===== config.mk =====
export PLATFORM = sky130hd
export DESIGN_NAME = sequential_multiplier
export DESIGN_NICKNAME = d
export VERILOG_FILES = /design/src/rtl/sequential_multiplier_pkg.sv /design/src/rtl/sequential_multiplier.sv
export SDC_FILE = /design/constraint.sdc
export NUM_CORES = 1
export LEC_CHECK = 0
export CAP_MARGIN = 15
export CORE_UTILIZATION = 59
export CTS_CLUSTER_SIZE = 20
export DETAILED_ROUTE_END_ITERATION = 7
export HOLD_SLACK_MARGIN = 0.06
export PLACE_DENSITY = 0.84
export SETUP_SLACK_MARGIN = 0.02
export SYNTH_ARGS = -nofsm -noshare
export SYNTH_HDL_FRONTEND = slang
export SYNTH_SLANG_ARGS = --single-unit

===== constraint.sdc =====
create_clock -name clk -period 3.6 [get_ports clk]
set_input_delay 0.72 -clock clk [delete_from_list [all_inputs] [get_ports clk]]
set_output_delay 0.72 -clock clk [all_outputs]
set_load 0.01 [all_outputs]

===== src/rtl/sequential_multiplier_pkg.sv =====
// Shared definitions for the sequential arithmetic blocks: FSM state
// encoding and the default operand width.
package sequential_multiplier_pkg;

  localparam int DEFAULT_WIDTH = 8;

  typedef enum logic [1:0] {
    ST_IDLE = 2'd0,
    ST_RUN  = 2'd1,
    ST_DONE = 2'd2
  } state_e;

endpackage


===== src/rtl/sequential_multiplier.sv =====
// Multi-cycle unsigned shift-and-add multiplier with a start/done handshake.
// Fixed latency of WIDTH clocks from the accepting edge to done.
module sequential_multiplier
  import sequential_multiplier_pkg::*;
#(
  parameter int WIDTH = DEFAULT_WIDTH
) (
  input  logic               clk,
  input  logic               rst,
  input  logic               start,
  input  logic [WIDTH-1:0]   a,
  input  logic [WIDTH-1:0]   b,
  output logic [2*WIDTH-1:0] product,
  output logic               busy,
  output logic               done
);

  localparam int CW = $clog2(WIDTH + 1);
  localparam logic [CW-1:0] LAST_ITER = CW'(WIDTH - 1);

  // Handshake: start is sampled only in IDLE or DONE; done is a level that
  // stays high with a valid product until the next accepted start or rst.
  state_e               state_q, state_d;
  logic [2*WIDTH-1:0]   mcand_q, mcand_d;
  logic [WIDTH-1:0]     mplier_q, mplier_d;
  logic [2*WIDTH-1:0]   acc_q, acc_d;
  logic [CW-1:0]        count_q, count_d;
  logic [2*WIDTH-1:0]   product_q, product_d;
  logic                 done_q, done_d;

  logic [2*WIDTH-1:0]   add_term;
  logic [2*WIDTH-1:0]   acc_sum;

  assign add_term = mplier_q[0] ? mcand_q : '0;
  assign acc_sum  = acc_q + add_term;

  always_comb begin
    state_d   = state_q;
    mcand_d   = mcand_q;
    mplier_d  = mplier_q;
    acc_d     = acc_q;
    count_d   = count_q;
    product_d = product_q;
    done_d    = done_q;

    case (state_q)
      ST_IDLE, ST_DONE: begin
        if (start) begin
          mcand_d  = {{WIDTH{1'b0}}, a};
          mplier_d = b;
          acc_d    = '0;
          count_d  = '0;
          done_d   = 1'b0;
          state_d  = ST_RUN;
        end
      end
      ST_RUN: begin
        acc_d    = acc_sum;
        mcand_d  = mcand_q << 1;
        mplier_d = mplier_q >> 1;
        count_d  = count_q + CW'(1);
        // The last iteration's add is folded straight into the result.
        if (count_q == LAST_ITER) begin
          product_d = acc_sum;
          done_d    = 1'b1;
          state_d   = ST_DONE;
        end
      end
      default: begin
        state_d = ST_IDLE;
      end
    endcase
  end

  always_ff @(posedge clk) begin
    if (rst) begin
      state_q   <= ST_IDLE;
      mcand_q   <= '0;
      mplier_q  <= '0;
      acc_q     <= '0;
      count_q   <= '0;
      product_q <= '0;
      done_q    <= 1'b0;
    end else begin
      state_q   <= state_d;
      mcand_q   <= mcand_d;
      mplier_q  <= mplier_d;
      acc_q     <= acc_d;
      count_q   <= count_d;
      product_q <= product_d;
      done_q    <= done_d;
    end
  end

  assign product = product_q;
  assign done    = done_q;
  assign busy    = (state_q == ST_RUN);

endmodule


# --- After elaboration in Yosys (flattened, before gate mapping) ---
# Cells that the tools add are included.
op_classes:
  n_eq_ne: 5
  reduce_logical: 7
  n_mux: 15
  addsub: 2
ops:
  columns: ["operator", "n"]
  rows:
  - ["$pmux W16 S2", 2]
  - ["$mux W16", 3]
  - ["$add A16 B16 Y16", 1]
  - ["$pmux W8 S2", 1]
  - ["$mux W8", 1]
  - ["$pmux W4 S2", 1]
  - ["$reduce_and A2 Y1", 3]
  - ["$add A4 B1 Y4 const B", 1]
  - ["$eq A4 B3 Y1 const B", 1]
  - ["$mux W2", 2]
  - ["$mux W4", 1]
  - ["$pmux W2 S2", 1]
  - ["$reduce_and A3 Y1", 1]
  - ["$eq A2 B1 Y1 const B", 1]
  - ["$eq A2 B2 Y1 const B", 1]
  - ["$logic_not A2 Y1", 1]
  - ["$mux W1", 2]
  - ["$ne A2 B1 Y1 const B", 1]
  - ["$ne A2 B2 Y1 const B", 1]
  - ["$pmux W1 S2", 1]
  - ["$reduce_bool A2 Y1", 1]
  - ["$reduce_or A2 Y1", 1]
word_totals:
  register_bits: 63
  inputBits: 19
  output_inout_bits: 18
  elab_cells: 36

# --- Longest topological paths before layout ---
depth:
  depth_word: 4
  depth_mapped: 10
  ltp_nobuf: 9

# --- Worst setup path before layout ---
# No wires, ideal clock.
synth_timing:
  path_kind: "register -> register"
  startpoint: "reg mplier_q[0]"
  endpoint: "reg product_q[14] (netlist: product[14])"
  stages_incl_launch_ff: 11
  required_time_ps: 3466
  slack_ps: 1125
  setup_ps: 134
  arrival_time_ps: 2341
  period_less_slack_ps: 2475
  path_buffers: 1
  path_cell_list: "dfxtp_1 > clkbuf_1 > and2_1 > ha_1 > fa_1 > a21o_1 > a221oi_2 > o31ai_4 > o22ai_1 > xor2_1 > a211oi_1"
synth_via:
  elab_chain_cells: 2
synth_rtl:
  columns: ["item", "line", "text"]
  rows:
  - ["start, declared", "sequential_multiplier.sv:25", "logic [WIDTH-1:0] mplier_q, mplier_d;"]
  - ["start signal, assigned", "sequential_multiplier.sv:87", "mplier_q <= mplier_d;"]
  - ["$mux W16", "sequential_multiplier.sv:34", "assign add_term = mplier_q[0] ? mcand_q : '0;"]
  - ["$add A16 B16 Y16", "sequential_multiplier.sv:35", "assign acc_sum = acc_q + add_term;"]
  - ["end signal, assigned", "sequential_multiplier.sv:90", "product_q <= product_d;"]
  - ["end, declared", "sequential_multiplier.sv:28", "logic [2*WIDTH-1:0] product_q, product_d;"]
# Every way passes these cells.
# A chain may end at the register's enable or synchronous reset.

# --- Final worst setup path ---
layout_timing:
  startpoint: "reg mplier_q[0]"
  endpoint: "reg acc_q[14]"
layout_via:
  elab_chain_cells: 3
layout_rtl:
  columns: ["item", "line", "text"]
  rows:
  - ["$mux W16", "sequential_multiplier.sv:34", null]
  - ["$add A16 B16 Y16", "sequential_multiplier.sv:35", null]
  - ["$pmux W16 S2", "sequential_multiplier.sv:46", "case (state_q)"]
  - ["end signal, assigned", "sequential_multiplier.sv:80", "acc_q <= '0;"]
  - ["end signal, assigned", "sequential_multiplier.sv:88", "acc_q <= acc_d;"]
  - ["end, declared", "sequential_multiplier.sv:26", "logic [2*WIDTH-1:0] acc_q, acc_d;"]
# Every way passes these cells.

==> flow_summary.yaml <==
sta:
  period_share: 0.7410
  slew_violations: 0
  fin_skew_ps: 12.17
  final.setup.tns_ps: 0
  rsz0062_at_grt: "no"
  tightestPinTransition_ps: 707.6
  holdWs_ps: 447.4
  period_needed_ps: 2668
  relSlewSlack: 0.5283
  max_freq_ghz: 0.3749
  finalHoldViolCount: 0
  setup_viol: 0
global_route:
  gr-total-overflow: 0
  grt_antenna_before_repair: 0
  grt-busiest-layer: "met2"
  grtUsageTotal: 0.2852
  grt_pass1_wl_mm: 11.52
  grt_pass1_vias: 2587
  use_met1: 0.3651
  grt_start_max_net_pins: 37
  gr-usage-met2: 0.4611
  grt_use_met3: 0.06354
placed_design:
  gp_congestion: 0.9107
  hpwl_mm: 4.684
  numPortBuffers: 36
power:
  cellPowerDensity_nw_per_um2: 448.0
  vdd_drop_max_mv: 0.3089
  power_leakage_uw: 0.001438
cells_and_area:
  regArea_um2: 1261
  layout_commonest_cell: "dfxtp_1"
  syn2layout_area_growth_pct: 22.22
  final_cell_mix: "63 x dfxtp_1, 57 x nor2_1, 38 x nand2_1"
  fillCellCount: 347
  final_nets: 424
  final_core_util: 0.7579
  multi_input_area_um2: 1633
  antennaDiodeCount: 0
  drive_gt1_frac: 0.07125
clock_tree:
  ctsHtreeMaxLevel: 3
  cts_tree: "done"
  clock-sinks: 63
  cts.path.max_buffers: 2
  clkTransAtPathRegs_ps: 70
  hold_buffers: 0
  numCtsBuffers: 9
  post_cts_buffers: 0
  clk_latency_ps: 350
  cts_root_buf: "clkbuf_8"
  post_cts_resized: 0
critical_path:
  endpoint_kind: "register"
  arrival_ps: 2880
  worst_setup_path_start_kind: "register"
  crit_required_ps: 3810
  cp_cell_sequence: "and2_1 -> ha_1 -> fa_1 -> a21o_1 -> a221oi_2 -> o31ai_4 -> o22ai_1 -> xor2_1 -> o31ai_1"
  slowest_stage: "dfxtp_1"
  worst-setup-path-type: "reg -> reg"
  cpPeakStageDelay_ps: 450
  worstPathMaxFanout: 17
detailed_routing:
  firstDrtPassIters: 4
  routed_wirelength_mm: 6.829
  via_per_inst: 5.804
  drt_iter0_drc: 178
  wl_per_cell_um: 14.85
  ant_nets: 0
  vias: 2670
  route.detailed.drc: 0
synthesis:
  syn-mean-instance-area_um2: 8.407
  ys_warn_count: 0
  synthesis.nets: 389
  netlist_instances: 353
  synth-main-ff-cell: "dfxtp_1"
  syn_area_um2: 2968
  synth.distinct_cells: 38
  postSynth.asyncResetShare: 0
  ys_seq_elements: 63
  synth_edf_count: 0
  seq_area_frac_synth: 0.4250
run_status:
  status: "complete, no violations"
flow_run:
  drv_cap: 0
floorplanning:
  ios: 37
  die_width_um: 72.93
  fp.coreArea_um2: 4786
  rows: 25
  start_util: 0.6201
  dieArea_um2: 5318
  die_y_um: 72.93
worst_hold_path:
  hold_path.class: "reg -> reg"
==> flip-flops by register name (all words and copies together), names as in the netlist <==
signal    count
mcand_q      16
state_q       2
done          1
mplier_q      8
acc_q        16
product      16
count_q       4
==> cell families after synthesis <==
| logic type | after synthesis | share of synthesized area |
|---|---|---|
| xor gates and xnor gates | 15 | 0.04427 |
| buffers and inverters | 19 | 0.02487 |
| muxes | 1 | 0.003373 |
| DFF | 63 | 0.4250 |
| and+or+nand+nor | 137 | 0.2028 |
| AOI/OAI and AO/OA | 101 | 0.2255 |
| adders and majority gates | 17 | 0.07420 |
==> stage by stage <==
step                      setup WS [ps]  total power, uW  cells  instance area [um^2]
after floorplan                    1125            834.7    353                  2968
after global placement            962.3            882.2    444                  3382
after detailed placement          940.4            886.2    444                  3382
after CTS                         926.1             1629    460                  3627
after global routing              708.1             1675    460                  3627
final                             932.4             1625    460                  3627
==> worst paths after layout <==
check / slack, ps / to / cells past startpoint / startpoint
min reg2reg: 450 / state_q[1] / 2 / state_q[1]
max: 930 / acc_q[14] / 9 / mplier_q[0]
min: 450 / state_q[1] / 2 / state_q[1]
max reg2reg: 930 / acc_q[14] / 9 / mplier_q[0]
==> where the power goes <==
group | switching (uW) | internal, uW | total (uW)
clock | 276 | 476 | 752
combinational | 80.4 | 56.7 | 137
sequential | 17.5 | 719 | 736
==> synthesized netlist by cell type, types with 2 or more instances <==
cell type / instances / share of area
xor2_1: 7 / 0.021
nand2b_1: 3 / 0.0063
nor2_1: 57 / 0.072
nor3_1: 15 / 0.025
nand2_1: 38 / 0.048
xnor2_1: 8 / 0.024
a21oi_1: 31 / 0.052
clkbuf_1: 14 / 0.018
a211oi_1: 3 / 0.0076
o21ai_0: 11 / 0.019
ha_1: 16 / 0.067
buf_2: 2 / 0.0034
o211ai_1: 2 / 0.0051
a21o_1: 3 / 0.0076
a22oi_1: 18 / 0.046
a31oi_1: 2 / 0.0042
dfxtp_1: 63 / 0.42
a22o_1: 7 / 0.021
nand4_1: 2 / 0.0042
o22ai_1: 14 / 0.030
o21a_1: 4 / 0.010
buf_1: 2 / 0.0025
and2_1: 16 / 0.034
==> critical path, delay by kind of cell, from the launching register on <==
family | cells | cell delay, ps
AO/OA/AOI/OAI | 5 | 1040
flip-flops | 1 | 450
AND/OR/NAND/NOR | 1 | 210
XOR/XNOR | 1 | 210
adder cells (fa/ha/maj) | 2 | 640
==> metal layers <==
layer | share of wire | wire length [um] | vias up
met2 | 0.47 | 3214 | 90
met4 | 0.020 | 136 | 0
li1 | - | - | 1320
met1 | 0.44 | 3007 | 1245
met3 | 0.069 | 470 | 15
met5 | 0 | 0 | -
==> layout make-up <==
| type | instances | area share |
|---|---|---|
| clock inverters | 6 | 0.02967 |
| flip-flops and latches | 63 | 0.3477 |
| clock buffers | 10 | 0.03794 |
| repair buffers | 42 | 0.1104 |
| inverters | 1 | 0.001035 |
| multi-input cells | 271 | 0.4502 |
| well taps | 67 | 0.02311 |
(Power assumes the default switching activity.)
